[src/rtl/keypad_pkg.sv]
// rtl/keypad_pkg.sv - shared types and key-code helpers for the keypad matrix emulator
package keypad_pkg;

    localparam int KEY_W = 4;
    localparam logic [3:0] ROW_IDLE = 4'hF;

    typedef enum logic [2:0] {
        ST_IDLE  = 3'd0,
        ST_B_IN  = 3'd1,
        ST_HOLD  = 3'd2,
        ST_B_OUT = 3'd3,
        ST_GAP   = 3'd4
    } state_t;

    // Key code layout: row index in [3:2], column index in [1:0].
    function automatic logic [1:0] key_row(input logic [KEY_W-1:0] key);
        return key[3:2];
    endfunction

    function automatic logic [1:0] key_col(input logic [KEY_W-1:0] key);
        return key[1:0];
    endfunction

endpackage

[src/rtl/keypad_cmd_fifo.sv]
// rtl/keypad_cmd_fifo.sv - synchronous command FIFO for queued key presses
//   clk, rst (async, active-low)
//   push, push_data : write side, ignored while full
//   pop, pop_data   : read side, pop_data shows the head, ignored while empty
//   full, empty     : occupancy flags
module keypad_cmd_fifo
    import keypad_pkg::*;
#(
    parameter int DEPTH = 4,
    parameter int WIDTH = KEY_W
) (
    input  logic             clk,
    input  logic             rst,
    input  logic             push,
    input  logic [WIDTH-1:0] push_data,
    input  logic             pop,
    output logic [WIDTH-1:0] pop_data,
    output logic             full,
    output logic             empty
);

    localparam int AW = (DEPTH > 1) ? $clog2(DEPTH) : 1;

    logic [WIDTH-1:0] mem [DEPTH];
    logic [AW-1:0]    wr_ptr;
    logic [AW-1:0]    rd_ptr;
    logic [AW:0]      count;
    logic             do_push;
    logic             do_pop;

    assign full     = (count == (AW+1)'(DEPTH));
    assign empty    = (count == '0);
    // A pop in the same cycle never frees room for a push while full.
    assign do_push  = push && !full;
    assign do_pop   = pop && !empty;
    assign pop_data = mem[rd_ptr];

    always_ff @(posedge clk) begin
        if (do_push) begin
            mem[wr_ptr] <= push_data;
        end
    end

    always_ff @(posedge clk or negedge rst) begin
        if (!rst) begin
            wr_ptr <= '0;
            rd_ptr <= '0;
            count  <= '0;
        end else begin
            if (do_push) begin
                wr_ptr <= wr_ptr + 1'b1;
            end
            if (do_pop) begin
                rd_ptr <= rd_ptr + 1'b1;
            end
            case ({do_push, do_pop})
                2'b10:   count <= count + 1'b1;
                2'b01:   count <= count - 1'b1;
                default: count <= count;
            endcase
        end
    end

endmodule

[src/rtl/keypad_matrix_emulator.sv]
// rtl/keypad_matrix_emulator.sv - row side of a 4x4 keypad with bounce, hold and release
//   clk, rst (async, active-low)
//   col         : column drive from scanner, active-low
//   row         : row sense to scanner, active-low, 4'hF with no contact
//   press_valid, press_key, press_ready : press command queue handshake
//   busy        : press in progress or commands queued
//   done        : one-cycle pulse in the last cycle of each press's open gap
module keypad_matrix_emulator
    import keypad_pkg::*;
#(
    parameter int HOLD_CYCLES   = 16,
    parameter int BOUNCE_CYCLES = 4,
    parameter int GAP_CYCLES    = 8,
    parameter int FIFO_DEPTH    = 4
) (
    input  logic             clk,
    input  logic             rst,
    input  logic [3:0]       col,
    output logic [3:0]       row,
    input  logic             press_valid,
    input  logic [KEY_W-1:0] press_key,
    output logic             press_ready,
    output logic             busy,
    output logic             done
);

    localparam int CNT_W = 16;
    localparam logic [CNT_W-1:0] LAST_BOUNCE = CNT_W'(BOUNCE_CYCLES - 1);
    localparam logic [CNT_W-1:0] LAST_HOLD   = CNT_W'(HOLD_CYCLES - 1);
    localparam logic [CNT_W-1:0] LAST_GAP    = CNT_W'(GAP_CYCLES - 1);

    state_t           state;
    state_t           state_nx;
    logic [CNT_W-1:0] cnt;
    logic [CNT_W-1:0] cnt_nx;
    logic             contact;
    logic             contact_nx;
    logic [KEY_W-1:0] cur_key;
    logic [KEY_W-1:0] head_key;
    logic             fifo_full;
    logic             fifo_empty;
    logic             pop;

    keypad_cmd_fifo #(
        .DEPTH (FIFO_DEPTH),
        .WIDTH (KEY_W)
    ) u_fifo (
        .clk       (clk),
        .rst       (rst),
        .push      (press_valid),
        .push_data (press_key),
        .pop       (pop),
        .pop_data  (head_key),
        .full      (fifo_full),
        .empty     (fifo_empty)
    );

    assign press_ready = !fifo_full;
    assign busy        = (state != ST_IDLE) || !fifo_empty;

    always_comb begin
        state_nx = state;
        cnt_nx   = cnt + CNT_W'(1);
        pop      = 1'b0;
        done     = 1'b0;
        case (state)
            ST_IDLE: begin
                cnt_nx = '0;
                if (!fifo_empty) begin
                    pop      = 1'b1;
                    state_nx = (BOUNCE_CYCLES == 0) ? ST_HOLD : ST_B_IN;
                end
            end
            ST_B_IN: begin
                if (cnt == LAST_BOUNCE) begin
                    state_nx = ST_HOLD;
                    cnt_nx   = '0;
                end
            end
            ST_HOLD: begin
                if (cnt == LAST_HOLD) begin
                    state_nx = (BOUNCE_CYCLES == 0) ? ST_GAP : ST_B_OUT;
                    cnt_nx   = '0;
                end
            end
            ST_B_OUT: begin
                if (cnt == LAST_BOUNCE) begin
                    state_nx = ST_GAP;
                    cnt_nx   = '0;
                end
            end
            ST_GAP: begin
                if (cnt == LAST_GAP) begin
                    done     = 1'b1;
                    state_nx = ST_IDLE;
                    cnt_nx   = '0;
                end
            end
            default: begin
                state_nx = ST_IDLE;
                cnt_nx   = '0;
            end
        endcase
    end

    // Contact is registered from the next state/count so it lines up
    // exactly with the cycle the FSM spends in that state.
    always_comb begin
        contact_nx = 1'b0;
        case (state_nx)
            ST_B_IN:  contact_nx = !cnt_nx[0];
            ST_HOLD:  contact_nx = 1'b1;
            ST_B_OUT: contact_nx = cnt_nx[0];
            default:  contact_nx = 1'b0;
        endcase
    end

    always_ff @(posedge clk or negedge rst) begin
        if (!rst) begin
            state   <= ST_IDLE;
            cnt     <= '0;
            contact <= 1'b0;
            cur_key <= '0;
        end else begin
            state   <= state_nx;
            cnt     <= cnt_nx;
            contact <= contact_nx;
            if (pop) begin
                cur_key <= head_key;
            end
        end
    end

    // Zero-latency path from col to row; only the pressed key's row can go low.
    always_comb begin
        row = ROW_IDLE;
        if (contact && !col[key_col(cur_key)]) begin
            row[key_row(cur_key)] = 1'b0;
        end
    end

endmodule

[config.mk]
export PLATFORM = sky130hd
export DESIGN_NAME = keypad_matrix_emulator
export DESIGN_NICKNAME = d
export VERILOG_FILES = /design/src/rtl/keypad_pkg.sv /design/src/rtl/keypad_cmd_fifo.sv /design/src/rtl/keypad_matrix_emulator.sv
export SDC_FILE = /design/constraint.sdc
export NUM_CORES = 1
export LEC_CHECK = 0
export ABC_AREA = 1
export BUFFER_PORTS_ARGS = -buffer_cell sky130_fd_sc_hd__buf_2
export CORE_MARGIN = 5
export CORE_UTILIZATION = 32
export CTS_CLUSTER_SIZE = 24
export DETAILED_ROUTE_END_ITERATION = 7
export PLACE_DENSITY = 0.49
export SLEW_MARGIN = 20
export SYNTH_ARGS = -nofsm -noshare
export SYNTH_HDL_FRONTEND = slang
export SYNTH_SLANG_ARGS = --single-unit
[constraint.sdc]
create_clock -name clk -period 1.9 [get_ports clk]
set_clock_uncertainty 0.1 [all_clocks]
set_input_delay 0.19 -clock clk [delete_from_list [all_inputs] [get_ports clk]]
set_output_delay 0.19 -clock clk [all_outputs]
set_load 0.1 [all_outputs]
# Yosys cells after proc, flatten, opt, wreduce, memory -nomap -nowiden
# Memory sizes are Yosys's and may differ from the RTL's. A register that Yosys moved wholly into a read port is not among the register bits.
# Cells that the tools add are included.
# classes
n_addsub	5
order_cmp	3
eq_ne	13
mux	23
bitwise_logic	1
reduce_logical	15
# ops
operator	n
16-bit 2-to-1 mux	3
16-bit one-hot mux with 3 select lines	1
16-bit by 1-bit adder with 16-bit output (second input constant)	1
16-bit by 2-bit == test with 1-bit output (second input constant)	1
16-bit by 3-bit == test with 1-bit output (second input constant)	1
16-bit by 4-bit == test with 1-bit output (second input constant)	1
3-bit 2-to-1 mux	5
3-bit one-hot mux with 5 select lines	1
3-bit by 2-bit == test with 1-bit output (second input constant)	4
1-bit 2-to-1 mux	8
3-bit by 1-bit == test with 1-bit output (second input constant)	2
3-bit == test (second input constant)	2
3-bit logical NOT	2
2-bit by 3-bit < comparator with 1-bit output (second input constant)	2
3-bit one-hot mux with 2 select lines	1
1-bit logical NOT	5
2-bit by 1-bit adder with 2-bit output (second input constant)	2
1-bit logical AND	4
4-bit 2-to-1 mux	1
4-bit inverter	1
3-bit by 1-bit adder with 3-bit output (second input constant)	1
1-bit one-hot mux with 3 select lines	1
3-bit nonzero test	1
3-bit by 1-bit subtractor with 3-bit output (second input constant)	1
other kinds (8)	8
# totals
reg_bits	27
mem_bits_rw	16
out_inout_bits	7
mem_count	1
# memory_table
memory	depth	word_bits	rd	rd_clocked_by_memory_dff	write_ports	line_no	text
u_fifo.mem	4	4	1	1	1	keypad_cmd_fifo.sv:24	logic [WIDTH-1:0] mem [DEPTH];

# Longest topological paths before layout
# Gate-level depths: netlist of run 1.
# depth
word_depth	6
ltp_mapped	10

# Hierarchy
# From an unflattened synthesis of run 1, not the netlist that was laid out.
# unflattened
cells_unflattened	287
area_unflattened_um2	2494.9
# modules_own_cells
mod	n_inst	cells_per_inst	area_per_inst_um2	seq_area_each_um2
keypad_matrix_emulator	1	180	1401.3	600.6
keypad_cmd_fifo	1	107	1093.5	655.6

# Worst setup path before layout of run 1
# OpenSTA, ideal clock, no wires.
# synth_path
kind	reg-to-reg
start	reg u_fifo.count[0]
end	reg u_fifo.count[2]
setup_ns	0.131
arrival_ns	2.792
t_required_ns	1.669
path_slack_ns	-1.123
path_stages_with_launch	10
path_buffers	0
synth_period_minus_slack_ns	3.023
path_cell_list	dfrtp_1 > inv_1 > nand3_1 > nand2_1 > ha_1 > inv_1 > fa_1 > a21oi_1 > o21ai_0 > xor2_1
# synth_lines
item	line_no	text
from (decl)	keypad_cmd_fifo.sv:27	logic [AW:0] count;
from (signal assigned)	keypad_cmd_fifo.sv:57	2'b10: count <= count + 1'b1;
from (signal assigned)	keypad_cmd_fifo.sv:58	2'b01: count <= count - 1'b1;
from (signal assigned)	keypad_cmd_fifo.sv:59	default: count <= count;
3-bit == test *	keypad_cmd_fifo.sv:31	assign full = (count == (AW+1)'(DEPTH));
1-bit logical NOT *	-	
via press_ready	keypad_matrix_emulator.sv:22	output logic press_ready,
1-bit logical AND *	keypad_cmd_fifo.sv:34	assign do_push = push && !full;
2-bit by 1-bit == test with 1-bit output / 2-bit == test (equally long branches)	keypad_cmd_fifo.sv:56	case ({do_push, do_pop})
3-bit one-hot mux with 2 select lines / 2-bit nonzero test (equally long branches)	-	
# Mark *: on every way through the listed nets, which the timed path passes. The rest lies on a longest branch.
# A chain may end at the register's enable or synchronous reset.

# Final worst setup path of run 1
# layout_path
start	reg cur_key[0] (read register of u_fifo.mem)
end	out row[0]
# layout_between
elab_chain_len	5
# layout_rtl
item	line_no	text
from (decl)	keypad_matrix_emulator.sv:38	logic [KEY_W-1:0] cur_key;
1-bit binary-select mux with 2-bit select	keypad_matrix_emulator.sv:137	if (contact && !col[key_col(cur_key)]) begin
1-bit 2-to-1 mux (implied by the code)	keypad_matrix_emulator.sv:137	
1-bit logical NOT	keypad_matrix_emulator.sv:137	
1-bit logical AND	keypad_matrix_emulator.sv:137	
4-bit 2-to-1 mux	keypad_matrix_emulator.sv:137	
to (decl)	keypad_matrix_emulator.sv:19	output logic [3:0] row,
# Every way passes these cells. The select of a mux whose other input is x is not followed.

==> results.cfg, run 1 <==
[pwr]
leakage_nw = 1.29
seqPwrFrac_pct = 38.3
p_clk_share_pct = 15.7
switching_share_pct = 42.6
ir_drop_uv = 1020
power_density_nw_per_um2 = 1350
pwr-share-comb_pct = 46.1
p_int_mw = 2.28
p_sw_mw = 1.69
power.total_mw = 3.96

[timing]
fin_crit_sh_pct = 98.1
hold-worst-slack_ns = 0.00867
hold_violations = 0
final.setup.worst_slack_ns = 0.0357
slew_headroom_pct = 51.4
maxSlewViolCount = 0
worstMarginPinSlew_ns = 0.729
period_needed_ns = 1.86
max_freq_mhz = 536
rsz0062_at_grt = true
setup_viol = 0

[placement]
postPlaceCellArea_sq_um = 2700
dpl_worst_slack_ns = -0.0315
portBuffers = 17
gp_congestion = 0.798
dp_hpwl_um = 3370

[synth]
synth.avg_cell_area_sq_um = 9.24
syn-num-nets = 275
seq_area_frac_synth_pct = 52.9
yosysUniqueCellTypes = 32
synth-seq-cells = 47
yosysWarnings = 0
synth_area_sq_um = 2370
synthCells = 257

[critical_path]
cp_cell_sequence = or2_4 > o211ai_1 > o211ai_1 > nor2_1 > nand2_1 > buf_12
worst_setup_path_start_kind = flip-flop
cpMostUsedCell = o211ai_1
crit_family = simple AND/OR/NAND/NOR gates
crit_buf_inv = 1
cp_slowest_stage_delay_ns = 0.40
path_class = flip-flop to output pin
cp.required_ns = 1.61
endpoint_kind = output pin
critical-path-slowest-cell = dfrtp_1
arrival_ns = 1.57
critPathMaxFanout = 3

[global_route]
track_usage_pct = 11.2
grt_first_pass_wirelength_um = 7990
grt-ovfl-total = 0
grt_antenna_before_repair = 0
grt_max_degree = 32
grt_pass1_vias = 1692

[clocking]
clock_sinks = 47
cts_root_buf = clkbuf_8
path_clk_slew_ns = 0.10
cts_buffers = 5
clk_latency_ns = 0.30
cts_tree = built
htree_levels = 2
clock_path_buffers = 2

[finish]
fin_area_sq_um = 2940
antenna_cells = 0
fin_util_pct = 40.5
nets = 315
layout-drive-gt1-share_pct = 24.8
area_growth_syn_to_layout_pct = 23.7

[die]
die_y_um = 96.1
die_w_um = 96.1
start_util_pct = 32.7
die_area_sq_um = 9240
core_sq_um = 7250
ioPinCount = 18
rows = 31

[drt]
ant_nets = 0
dr.pass1.iters = 5
vias = 1731
viasPerCell = 4.36
routed_wl_um = 4560
drt_iter0_drc = 68
wl_per_cell_um = 11.5
drc = 0

[status]
status = finished, final reports clean

[flow_run]
drv_cap = 0

[hold_path]
hold_path_class = input port to flip-flop
cells in the final DEF (no fill, tap or decap), types with 5 or more instances in the layout:
cell,count
nor2_1,43
nand2_1,35
inv_1,31
dfrtp_1,31
edfxtp_1,16
buf_4,15
nand3_1,13
o21ai_0,12
buf_2,12
xor2_1,9
nand4_1,6
inv_2,5
nor3_2,5
clkbuf_8,5
per-stage QoR:
step	TNS, ns	std cells
final	0	397
after global routing	-0.261	397
after CTS	0	392
after detailed placement	-0.0315	381
after global placement	0	381
after floorplan	-0.250	257
flip-flops by register name, indices dropped and copies added, names as in the netlist:
| name | cells |
|---|---|
| u_fifo.count | 3 |
| u_fifo.wr_ptr | 2 |
| state | 3 |
| u_fifo.rd_ptr | 2 |
| cnt | 16 |
| u_fifo.mem | 16 |
| cur_key | 4 |
| contact | 1 |
power groups by stage:
stage / Clock, mW / Combinational, mW / Sequential, mW
floorplan: 0 / 1.33 / 1.45
global placement: 0 / 1.67 / 1.52
detailed placement: 0 / 1.68 / 1.53
CTS: 0.650 / 1.74 / 1.51
global route: 0.704 / 2.06 / 1.55
finish: 0.621 / 1.83 / 1.52
final timing paths:
check / start / endpoint / slack (ns) / depth (start not counted)
setup reg to reg: state[0] / u_fifo.count[2] / 0.05 / 9
min in group asynchronous: rst / cur_key[2] / 0.38 / 2
hold / removal: press_key[1] / u_fifo.mem[3][1] / 0.009 / 1
hold reg to reg: u_fifo.count[0] / u_fifo.count[0] / 0.40 / 1
setup / recovery: cur_key[0] / row[0] / 0.04 / 6
max in group asynchronous: rst / cnt[12] / 0.85 / 2
layer usage:
layer,vias to the layer above,part of all wire (%),track usage [%]
li1,912,-,-
met1,795,51,16.1
met2,19,44,16.3
met3,5,3.9,2.97
met4,0,1.0,3.20
met5,-,0,0
cells by family after synthesis:
family | share of synthesized area (%)
compound gates | 6.74
fa+ha+maj | 4.00
flops | 52.9
simple gates | 25.6
xor+xnor | 4.06
buf+inv | 6.69
synth_stat cells:
library cell   n  share of area [%]
o32ai_1        4                1.5
nand2_2        3               0.79
o211ai_1       2               0.63
clkinv_1       2               0.32
xnor2_1        2               0.74
a31oi_1        1               0.26
nor3b_1        1               0.32
o21ai_0       14                3.0
fa_1           1               0.84
nor3_1         3               0.63
nor3_2         4                1.7
dfrtp_1       31                 33
inv_2          1               0.16
nand3_1       14                3.0
nor2_4         3                1.4
edfxtp_1      16                 20
a21oi_2        1               0.37
nor2_1        45                7.1
clkbuf_1       1               0.16
xor2_1         9                3.3
nand2_1       37                5.8
or2_2          2               0.53
or2_1          1               0.26
ha_1           6                3.2
a21oi_1        5                1.1
nand4_1        6                1.6
nor2_2         2               0.53
buf_6          1               0.47
inv_1         34                5.4
buf_2          1               0.21
nor3_4         1               0.69
nand3_2        3                1.3
area by class of cell:
type / count / area, sq um
clock buffers: 5 / 68.8
clock inverters: 3 / 22.5
fillers: 750 / 4320
inverters: 37 / 139
multi-input cells: 170 / 1030
flip-flops and latches: 47 / 1260
well taps: 99 / 124
repair buffers: 36 / 295
timing repair:
action	4_1_cts	5_1_grt
resized for setup	10	10
endpoints found under the hold margin	37	4
buffers inserted	0	4
hold buffers	3	1
pin swaps	3	9
endpoints found under the setup margin	5	13
Note: power is estimated with default switching activity, not from simulation.
==> run 2: changes to the inputs <==
--- a/config.mk
+++ b/config.mk
@@ -5,13 +5,12 @@
 export SDC_FILE = /design/constraint.sdc
 export NUM_CORES = 1
 export LEC_CHECK = 0
-export ABC_AREA = 1
 export BUFFER_PORTS_ARGS = -buffer_cell sky130_fd_sc_hd__buf_2
-export CORE_MARGIN = 5
+export CORE_MARGIN = 4
 export CORE_UTILIZATION = 32
 export CTS_CLUSTER_SIZE = 24
 export DETAILED_ROUTE_END_ITERATION = 7
-export PLACE_DENSITY = 0.49
+export PLACE_DENSITY = 0.5
 export SLEW_MARGIN = 20
 export SYNTH_ARGS = -nofsm -noshare
 export SYNTH_HDL_FRONTEND = slang
==> results.cfg, run 2 <==
[drt]
wl_per_cell_um = 13.1
viasPerCell = 4.49
drt_iter0_drc = 10
vias = 1507
drc = 0
routed_wl_um = 4400
dr.pass1.iters = 4
ant_nets = 0

[placement]
dp_hpwl_um = 3200
gp_congestion = 0.725
portBuffers = 17
postPlaceCellArea_sq_um = 2760
dpl_worst_slack_ns = -0.0330

[finish]
antenna_cells = 0
nets = 257
largestRegisters = cnt x16, u_fifo.mem x16, cur_key x4
mostFrequentLayoutCells = 32 x buf_4, 31 x dfrtp_1, 22 x nor2_1
fin_area_sq_um = 3040
area_growth_syn_to_layout_pct = 32.8
final_common_cell = buf_4
n_fill_cell = 659
layout-drive-gt1-share_pct = 39.2
fin_util_pct = 44.2

[die]
rows = 30
core_sq_um = 6870
die_y_um = 92.5
start_util_pct = 33.3
ioPinCount = 18
die_w_um = 92.5
die_area_sq_um = 8560

[synth]
synth_top_area_cell = dfrtp_1
yosysTopAreaCellShare_pct = 33.9
synth.avg_cell_area_sq_um = 12.6
synthCells = 181
yosysUniqueCellTypes = 36
synth_flop_cell = dfrtp_1
synth-async-reset-ratio_pct = 66.0
synth_area_sq_um = 2290
syn-num-nets = 199
synth_most_common_cell = dfrtp_1
yosysWarnings = 0
synth-seq-cells = 47
seq_area_frac_synth_pct = 54.9
synthTopCellsByCount = 31 x dfrtp_1, 22 x nor2_1, 16 x edfxtp_1
synth_edf_count = 16
synth.top_cells.by_area = dfrtp_1 34%, edfxtp_1 21%, xor2_1 5.4%

[critical_path]
cp_cell_sequence = nor4_2 > buf_4 > nand3_4 > buf_6 > nor4b_4 > buf_12
critical-path-slowest-cell = dfrtp_1
cp.required_ns = 1.61
arrival_ns = 1.82
critPathMaxFanout = 3
endpoint_kind = output pin
worst_setup_path_start_kind = flip-flop
path_class = flip-flop to output pin
crit_family = simple AND/OR/NAND/NOR gates
crit_buf_inv = 3
cp_slowest_stage_delay_ns = 0.42

[global_route]
grt.busiest_layer = met2
grt_pass1_vias = 1543
use_met2_pct = 17.7
track_usage_pct = 11.2
grtUsageMet3_pct = 2.84
grt_max_degree = 32
grt-ovfl-total = 0
grt_antenna_before_repair = 0
grt_first_pass_wirelength_um = 7520
gr-usage-met1_pct = 14.8

[clocking]
cts_buffers = 5
clock_path_buffers = 2
cts_tree = built
clock_sinks = 47
path_clk_slew_ns = 0.09
htree_levels = 2
cts_root_buf = clkbuf_8
clk_latency_ns = 0.30

[pwr]
leakage_nw = 1.29
power_density_nw_per_um2 = 1350
ir_drop_uv = 351

[timing]
fin_crit_sh_pct = 111
worstMarginPinSlew_ns = 0.714
final.setup.worst_slack_ns = -0.212
setup_viol = 22
hold_violations = 0
rsz0062_at_grt = true
maxSlewViolCount = 0
max_freq_mhz = 473
slew_headroom_pct = 52.4
period_needed_ns = 2.11

[hold_path]
hold_path_class = input port to flip-flop

[status]
status = finished, violations left
violations = negative setup slack

[flow_run]
drv_cap = 0
run 2: area by class of cell:
type                    count  area [sq um]  share of cell area (%)
clock inverters             2          12.5                   0.412
flip-flops and latches     47          1260                    41.4
inverters                   7          26.3                   0.865
well taps                  96           120                    3.95
repair buffers             56           463                    15.2
clock buffers               6          72.6                    2.39
multi-input cells         122          1090                    35.8
run 2: worst paths after layout:
kind	start	endpoint	slack, ns	depth (start not counted)
min in group asynchronous	rst	cur_key[3]	0.38	2
hold reg to reg	cur_key[1]	cur_key[1]	0.45	1
setup reg to reg	cnt[14]	contact	-0.18	9
setup / recovery	cnt[14]	done	-0.21	6
hold / removal	press_key[2]	u_fifo.mem[1][2]	0.01	1
max in group asynchronous	rst	state[2]	0.86	2
run 2: cells by family after synthesis:
family	synth area share, %
AO/OA/AOI/OAI	3.99
XOR/XNOR	8.42
adder cells (fa/ha/maj)	4.16
buffers and inverters	2.24
flip-flops	54.9
multiplexers	7.77
AND/OR/NAND/NOR	18.5
run 2: per-layer routing:
layer	wire length [um]	vias to the layer above	share of wire, %
met3	131	6	3.0
li1	-	747	-
met1	2120	732	48
met4	49	0	1.1
met2	2100	22	48
met5	0	-	0
run 2: per-stage QoR:
step	power, mW	hold slack, ns	TNS (ns)	std cells
global placement	3.32	0.196	-0.0590	318
global route	4.39	0.000666	-5.69	336
CTS	4.02	0.000488	-1.13	330
finish	4.11	0.0147	-2.73	336
detailed placement	3.33	0.194	-0.0914	318
floorplan	2.83	-0.206	-0.946	181
run 2: worst register-to-register path: cells and delay by family (launching register included):
family,cells,cell delay [ns]
compound gates,3,0.54
xor+xnor,1,0.17
buf+inv,3,0.42
flops,1,0.42
simple gates,2,0.34
run 2: power breakdown:
group | total (mW) | internal (mW) | switching, mW
Combinational | 1.93 | 0.950 | 0.976
Clock | 0.593 | 0.258 | 0.334
Sequential | 1.59 | 1.33 | 0.267
run 2: what timing repair did:
item | in CTS | in global routing
gates resized for setup | 16 | 11
endpoints found under the setup margin | 7 | 26
buffers inserted | 2 | 6
cloned | 0 | 0
hold buffers | 2 | 0
pin swaps | 8 | 4
endpoints found under the hold margin | 35 | 0
